===== src/rtl/id_scroll_display.sv =====
// Six-digit right-to-left scrolling ID display with active-low seven-segment outputs.
// Define SCROLL_GAP_EN to insert a blank separator slot ahead of each wrapped Position-0 digit.
module id_scroll_display #(
   parameter int unsigned NUM_POSITIONS = 8,
   localparam int unsigned PosW = $clog2(NUM_POSITIONS)
) (
   input  logic            clk,
   input  logic            Reset,
   input  logic            Enable,
   input  logic [3:0]      Numeral,
   input  logic [PosW-1:0] Position,
   input  logic            Hold,
   output logic [6:0]      HEX0,
   output logic [6:0]      HEX1,
   output logic [6:0]      HEX2,
   output logic [6:0]      HEX3,
   output logic [6:0]      HEX4,
   output logic [6:0]      HEX5,
   output logic            Full
);

`ifdef SCROLL_GAP_EN
   localparam bit GapEn = 1'b1;
`else
   localparam bit GapEn = 1'b0;
`endif

   localparam logic [4:0] BlankSlot = 5'b1_0000;

   typedef enum logic [1:0] {StEmpty, StFill, StScroll} state_e;

   state_e     state_q, state_d;
   logic [2:0] count_q, count_d;
   // Slot 0 drives HEX0 (newest digit); each slot is {blank, value}.
   logic [4:0] slot_q [6];
   logic [4:0] slot_d [6];
   logic       capture;
   logic       gap;

   always_comb begin
      capture = Enable && !Hold;
      gap     = GapEn && capture && (Position == '0) && (state_q != StEmpty);
      state_d = state_q;
      count_d = count_q;
      for (int i = 0; i < 6; i++) slot_d[i] = slot_q[i];

      if (capture) begin
         if (gap) begin
            for (int i = 2; i < 6; i++) slot_d[i] = slot_q[i-2];
            slot_d[1] = BlankSlot;
            slot_d[0] = {1'b0, Numeral};
            count_d   = (count_q >= 3'd4) ? 3'd6 : count_q + 3'd2;
         end else begin
            for (int i = 1; i < 6; i++) slot_d[i] = slot_q[i-1];
            slot_d[0] = {1'b0, Numeral};
            count_d   = (count_q >= 3'd5) ? 3'd6 : count_q + 3'd1;
         end

         unique case (state_q)
            StEmpty: state_d = StFill;
            StFill:  if (count_d == 3'd6) state_d = StScroll;
            default: state_d = StScroll;
         endcase
      end
   end

   always_ff @(posedge clk) begin
      if (Reset) begin
         state_q <= StEmpty;
         count_q <= 3'd0;
         for (int i = 0; i < 6; i++) slot_q[i] <= BlankSlot;
      end else begin
         state_q <= state_d;
         count_q <= count_d;
         for (int i = 0; i < 6; i++) slot_q[i] <= slot_d[i];
      end
   end

   function automatic logic [6:0] seg_decode(input logic [4:0] s);
      logic [6:0] seg;
      if (s[4]) begin
         seg = 7'b1111111;
      end else begin
         case (s[3:0])
            4'd0:    seg = 7'b1000000;
            4'd1:    seg = 7'b1111001;
            4'd2:    seg = 7'b0100100;
            4'd3:    seg = 7'b0110000;
            4'd4:    seg = 7'b0011001;
            4'd5:    seg = 7'b0010010;
            4'd6:    seg = 7'b0000010;
            4'd7:    seg = 7'b1111000;
            4'd8:    seg = 7'b0000000;
            4'd9:    seg = 7'b0010000;
            default: seg = 7'b0111111;  // dash marks a non-decimal numeral
         endcase
      end
      return seg;
   endfunction

   assign HEX0 = seg_decode(slot_q[0]);
   assign HEX1 = seg_decode(slot_q[1]);
   assign HEX2 = seg_decode(slot_q[2]);
   assign HEX3 = seg_decode(slot_q[3]);
   assign HEX4 = seg_decode(slot_q[4]);
   assign HEX5 = seg_decode(slot_q[5]);
   assign Full = (state_q == StScroll);

endmodule


===== config.mk =====
export PLATFORM = sky130hd
export DESIGN_NAME = id_scroll_display
export DESIGN_NICKNAME = d
export VERILOG_FILES = /design/src/rtl/id_scroll_display.sv
export SDC_FILE = /design/constraint.sdc
export NUM_CORES = 1
export LEC_CHECK = 0
export ABC_AREA = 1
export CAP_MARGIN = 5
export CORE_MARGIN = 2
export CORE_UTILIZATION = 30
export DETAILED_ROUTE_END_ITERATION = 8
export PLACE_DENSITY = 0.61
export SLEW_MARGIN = 20
export SYNTH_ARGS = -nofsm -noshare
export SYNTH_HDL_FRONTEND = slang
export SYNTH_SLANG_ARGS = --single-unit

===== constraint.sdc =====
create_clock -name clk -period 1.2 [get_ports clk]
set_clock_uncertainty 0.15 [all_clocks]
set_input_delay 0.18 -clock clk [delete_from_list [all_inputs] [get_ports clk]]
set_output_delay 0.18 -clock clk [all_outputs]
set_load 0.03 [all_outputs]

==> results.json, run 1 <==
{
  "grt_util_all_layers_pct": 20.4,
  "synth_seq_area_share_pct": 30.0,
  "post_dp_cell_area_um2": 4110,
  "cp-end-kind": "output pin",
  "share_of_synthesized_registers_carrying_an_async_set_or_reset_pct": 0,
  "pwr-share-seq_pct": 31.6,
  "worstSkewPairLatency_ns": 0.30,
  "die_height_um": 92.2,
  "worst-endpoint-required_ns": 0.87,
  "worst_ir_drop_vdd_uv": 513,
  "power.density_nw_per_um2": 780,
  "clock_power_share_pct": 20.7,
  "timing.final.hold_violations": 0,
  "timing.slew.headroom_pct": 79.7,
  "switchingPower_mw": 1.68,
  "timing_worst_slew_pin_value_ns": 0.304,
  "number_of_global_route_vias_before_repair": 2983,
  "violations_in_the_final_reports": "setup timing",
  "post_synth.cell_area_avg_um2": 7.15,
  "finalWorstPathRequiredPeriod_ns": 1.80,
  "floorplan.initialDensity_pct": 30.5,
  "start_kind": "flop",
  "final.hold.worst_slack_ns": 0.322,
  "yosysWarningCount": 0,
  "critical_path_arrival_ns": 1.47,
  "cts_tree": "yes",
  "numPortBuffers": 50,
  "worst_path_max_fanout": 4,
  "synth_cell_types": 22,
  "holdCritPathClass": "primary input to flop",
  "design.die.area_um2": 8500,
  "holdBufCountCts": 0,
  "nets": 537,
  "routed_wire_length_um": 8930,
  "cts-root-buf": "clkbuf_8",
  "cts.htree.levels": 2,
  "synth_commonest_cells": "nand2_1, dfxtp_1, a21oi_1",
  "detail_route.drc_violations": 0,
  "synth-edff-count": 0,
  "finalSetupViolations": 46,
  "swShare_pct": 38.5,
  "post-synth-top-area-fraction_pct": 30.0,
  "fraction_of_the_mapped_netlist_area_in_adder_cells_pct": 17.2,
  "floorplan.die.width_um": 92.2,
  "drt-initial-drc-count": 70,
  "maxCapViolCount": 0,
  "syn_to_final_growth_pct": 139,
  "synth-compound-area-share_pct": 24.7,
  "mappedNetlistNets": 369,
  "synth_top_family_by_area": "compound AO/OA/AOI/OAI gates",
  "yosys.area_share.xor_xnor_pct": 0,
  "routed-via-count": 2877,
  "max_freq_mhz": 555,
  "layout_setup_ws_ns": -0.601,
  "post_drt_via_cell_ratio": 4.82,
  "cell_taking_the_most_area_after_synthesis": "dfxtp_1",
  "yosysMostFrequentCell": "nand2_1",
  "comb_pwr_share_pct": 47.7,
  "postSynthCellCount": 326,
  "final_replace_weighted_congestion": 0.799,
  "maximum_number_of_pins_on_one_net_before_global_route_repair": 24,
  "total_leakage_power_nw": 2.29,
  "numCtsBuffers": 5,
  "rsz0062_at_grt": "yes",
  "slew_viol_final": 0,
  "critPathMostFrequentCell": "buf_6",
  "grt-ovfl-total": 0,
  "cts_max_path_buffers": 2,
  "synth_mux_area_share_pct": 0,
  "worst-setup-path-type": "flop to output pin",
  "number_of_antenna_violations_at_the_first_check_in_global_routing": 0,
  "detailedRoute.firstPassIterationCount": 4,
  "slowest_delay_ns": 0.39,
  "postSynthRegisterBits": 35,
  "run_status": "complete, but fails checks",
  "postRouteAntennaNets": 0,
  "clock_sink_count": 35,
  "path_cells": "inv_4 -> ha_4 -> or2_4 -> buf_6 -> nand3_4 -> nand2_4 -> buf_6",
  "yosys_most_used_dff": "dfxtp_1",
  "yosys-top-cells-area": "dfxtp_1, ha_1, nand2_1",
  "final_design_area_no_fill_um2": 5580,
  "fp-row-count": 32,
  "ioPinCount": 54,
  "drt-wirelength-per-cell_um": 15.0,
  "timing.final.crit_share_pct": 150,
  "drive_gt1_share_pct": 77.4,
  "synthesis.area_um2": 2330,
  "clk_pin_slew_ns": 0.09,
  "grt_first_pass_wirelength_um": 14100,
  "num-fill-cells": 493,
  "core_outline_area_um2": 7650,
  "crit_path_top_delay_cell": "dfxtp_4",
  "yosys.area_share.simple_pct": 20.4,
  "hpwl_detailed_um": 5090,
  "antenna_cells": 0,
  "power.internal_mw": 2.68
}
timing repair:
item | CTS | global route
cloned | 4 | 0
resized for setup | 199 | 66
setup endpoints to repair | 61 | 48
buffers inserted | 29 | 7
endpoints found under the hold margin | 0 | 0
pin swaps | 79 | 41
cells by family after synthesis:
| logic type | Yosys count |
|---|---|
| flops | 35 |
| simple gates | 111 |
| buf+inv | 42 |
| fa+ha+maj | 32 |
| compound gates | 106 |
power groups by stage:
stage | clock, mW | sequential (mW) | combinational, mW
after floorplan | 0 | 1.39 | 0.884
final | 0.901 | 1.38 | 2.07
after global placement | 0 | 1.37 | 1.43
after CTS | 0.918 | 1.36 | 1.89
after detailed placement | 0 | 1.37 | 1.45
after global routing | 0.970 | 1.39 | 2.21
sequential cells by signal, indices dropped and copies added (netlist names):
signal / flops
slot_q: 30
count_q: 3
state_q: 2
routing by layer:
layer	part of all wire (%)	global-route usage (%)	vias up
met2	55	38.6	74
met5	0	0	-
met3	3.2	3.62	18
li1	-	-	1429
met4	1.9	5.22	0
met1	40	23.6	1356
cells in the final DEF, fill, tap and decap left out, types with 7 or more instances in the layout:
| master | synthesis | routed |
|---|---|---|
| a21oi_4 | 0 | 7 |
| o21ai_2 | 0 | 14 |
| a21oi_1 | 33 | 23 |
| o21ai_1 | 27 | 26 |
| inv_1 | 25 | 7 |
| inv_2 | 8 | 8 |
| buf_6 | 1 | 70 |
| dfxtp_2 | 0 | 9 |
| o21ai_4 | 0 | 15 |
| nand3_4 | 0 | 11 |
| nand2_2 | 0 | 12 |
| nand2_1 | 70 | 19 |
| ha_4 | 0 | 27 |
| a21oi_2 | 6 | 9 |
| nand2_4 | 0 | 39 |
| nand3_1 | 20 | 7 |
| inv_4 | 0 | 10 |
| or2_4 | 0 | 11 |
| dfxtp_1 | 35 | 10 |
| buf_4 | 2 | 80 |
| buf_12 | 0 | 8 |
| dfxtp_4 | 0 | 16 |
through the flow:
step	worst slack [ns]	instances	setup TNS (ns)	power, mW	utilization [%]
2_1_floorplan	-0.133	326	-3.98	2.27	-
4_1_cts	-0.621	590	-22.06	4.17	68.6
5_1_grt	-0.643	597	-23.95	4.57	73.0
3_3_place_gp	-0.641	549	-22.19	2.80	53.8
3_5_place_dp	-0.679	549	-23.27	2.82	53.8
6_report	-0.601	597	-21.79	4.35	73.0
worst max-delay path, delay by kind of cell (launching register included):
kind                     cells  cell delay (ns)
adder cells (fa/ha/maj)      1             0.15
flip-flops                   1             0.39
AND/OR/NAND/NOR              3             0.33
buffers and inverters        3             0.30
final cells by class:
type | count | area [um^2] | area share (%)
tap | 102 | 128 | 2.29
sequential | 35 | 772 | 13.8
timing repair buffer | 170 | 1720 | 30.9
inverter | 33 | 193 | 3.45
clock buffer | 5 | 68.8 | 1.23
multi-input combinational | 249 | 2670 | 47.9
clock inverter | 3 | 23.8 | 0.426
path summary, 6_finish.rpt:
check | start | end | slack [ns] | cells after the start
hold / removal | Numeral[3] | slot_q[0][3] | 0.32 | 3
setup reg to reg | count_q[1] | state_q[1] | -0.09 | 6
setup / recovery | slot_q[5][1] | HEX5[3] | -0.60 | 7
hold reg to reg | count_q[2] | count_q[1] | 0.42 | 2
(Power assumes the default switching activity.)
==> run 2, diff against run 1 <==
Settings changed: SLEW_MARGIN 20 to default.
==> results of run 2 <==
No change in the layout: final DEF, timing and power equal those of run 1.
==> run 3, diff against run 2 <==
Settings changed: CORE_MARGIN 2 to 4, RECOVER_POWER from default to 100.
==> results.json, run 3 (same netlist as run 1, synthesis figures left out) <==
{
  "max_freq_mhz": 530,
  "hpwl_detailed_um": 5240,
  "total_leakage_power_nw": 2.30,
  "core_outline_area_um2": 7410,
  "post_dp_cell_area_um2": 4170,
  "worst_path_max_fanout": 5,
  "grt_util_all_layers_pct": 19.0,
  "critPathMostFrequentCell": "buf_6",
  "cts-root-buf": "clkbuf_8",
  "total_power_mw": 4.35,
  "hold_path_start": "Hold",
  "cts.htree.levels": 2,
  "mostFrequentLayoutCells": "buf_4, buf_6, nand2_4, ha_4, a21oi_1",
  "min_delay_path_depth": 4,
  "reg2reg_setup_slack_ns": -0.08,
  "fp-row-count": 31,
  "worst_ir_drop_vdd_uv": 437,
  "ioPinCount": 54,
  "rr_endpoint": "state_q[1]",
  "timing.final.crit_share_pct": 157,
  "timing.slew.headroom_pct": 80.9,
  "crit_path_top_delay_cell": "dfxtp_2",
  "grt-ovfl-total": 0,
  "violations_in_the_final_reports": "setup timing",
  "syn_to_final_growth_pct": 137,
  "detail_route.drc_violations": 0,
  "num-fill-cells": 479,
  "final_replace_weighted_congestion": 0.818,
  "timing_worst_slew_pin_value_ns": 0.287,
  "worst-setup-path-type": "flop to output pin",
  "cp-end-kind": "output pin",
  "number_of_antenna_violations_at_the_first_check_in_global_routing": 0,
  "largest_reg_flops": 30,
  "nets": 537,
  "timing.final.hold_violations": 0,
  "power.density_nw_per_um2": 788,
  "area_of_the_multi_input_gates_um2": 2660,
  "drive_gt1_share_pct": 76.8,
  "clk_pin_slew_ns": 0.08,
  "finalWorstPathRequiredPeriod_ns": 1.89,
  "routed-via-count": 2889,
  "antenna_cells": 0,
  "numCtsBuffers": 5,
  "detailedRoute.firstPassIterationCount": 4,
  "final_common_cell": "buf_4",
  "finalSetupViolations": 50,
  "die_height_um": 96.2,
  "routed_wire_length_um": 9120,
  "layout_setup_ws_ns": -0.685,
  "cts_max_path_buffers": 2,
  "run_status": "complete, but fails checks",
  "postRouteAntennaNets": 0,
  "maximum_number_of_pins_on_one_net_before_global_route_repair": 24,
  "cts_tree": "yes",
  "start_kind": "flop",
  "slowest_delay_ns": 0.34,
  "post_drt_via_cell_ratio": 4.86,
  "floorplan.initialDensity_pct": 31.5,
  "drt-wirelength-per-cell_um": 15.4,
  "drt-initial-drc-count": 71,
  "holdCritPathClass": "primary input to flop",
  "design.die.area_um2": 9250,
  "critical_path.reg2reg.startpoint": "count_q[1]",
  "largest-register": "slot_q",
  "numPortBuffers": 50,
  "grt_first_pass_wirelength_um": 14000,
  "floorplan.die.width_um": 96.2,
  "seqCellArea_um2": 763,
  "path_cells": "buf_6 -> inv_4 -> buf_6 -> ha_4 -> or2_4 -> o21ai_4 -> o21ai_4 -> buf_6",
  "holdPathEnd": "count_q[2]",
  "worstSkewPairLatency_ns": 0.30,
  "final_design_area_no_fill_um2": 5530,
  "clock_sink_count": 35,
  "r2r_cells": 8,
  "slew_viol_final": 0,
  "worst-endpoint-required_ns": 0.87,
  "number_of_global_route_vias_before_repair": 2910,
  "largest_registers": "slot_q x30, count_q x3, state_q x2",
  "maxCapViolCount": 0,
  "critical_path_arrival_ns": 1.56,
  "rsz0062_at_grt": "yes"
}
[run 3: cell count changes in the layout (fill, tap and decap cells not counted), sizes merged]
cell / before / now
buf: 162 / 158
clkbuf: 5 / 8
bufbuf: 1 / 3
clkinvlp: 3 / 1
inv: 32 / 33
[run 3: final cells by class]
cell class              instances  area share [%]
clock inverters                 2           0.204
multi-input cells             249            48.1
well taps                      99            2.24
repair buffers                170            30.9
flip-flops and latches         35            13.8
clock buffers                   6            1.49
inverters                      33            3.19
[run 3: report_power, final]
part	leakage, nW	switching [mW]	internal, mW
clock network	0.0449	0.454	0.458
logic	1.95	1.05	1.02
registers	0.302	0.136	1.23
[run 3: how the worst max path moves through the flow]
stage	from	to	slack, ns
after detailed placement	slot_q[5][1]	HEX5[0]	-0.65
after floorplan	slot_q[1][0]	HEX1[3]	-0.13
after global placement	slot_q[5][1]	HEX5[0]	-0.64
final	slot_q[2][1]	HEX2[0]	-0.69
after CTS	slot_q[2][1]	HEX2[0]	-0.69
after global routing	slot_q[2][1]	HEX2[0]	-0.75
[run 3: timing repair]
item / in CTS / in global routing
gates resized for setup: 199 / 68
pin swaps: 73 / 53
gates cloned: 3 / 0
setup buffers: 22 / 10
endpoints found under the setup margin: 56 / 49
hold buffers: 0 / 0
[run 3: metal layers]
layer	wire length [um]	vias up	GRT usage (%)
met5	0	-	0
met4	199	0	4.62
met3	258	18	2.58
met2	4790	52	34.3
met1	3870	1389	23.6
li1	-	1430	-
[run 3: metrics by stage]
step           worst slack, ns  setup TNS (ns)  instances  utilization, %  hold slack, ns
3_5_place_dp            -0.654          -24.05        552            56.3           0.378
2_1_floorplan           -0.133           -3.98        326               -           0.204
5_1_grt                 -0.746          -26.49        594            74.6           0.308
4_1_cts                 -0.692          -23.21        585            70.7           0.323
3_3_place_gp            -0.637          -23.02        552            56.3           0.368
6_report                -0.685          -23.04        594            74.6           0.284
[run 3: worst max-delay path: cells and delay by family (launching register included)]
kind | cells | cell delay, ns
AOI/OAI and AO/OA | 2 | 0.13
adders and majority gates | 1 | 0.14
buffers and inverters | 4 | 0.39
DFF | 1 | 0.34
and+or+nand+nor | 1 | 0.25
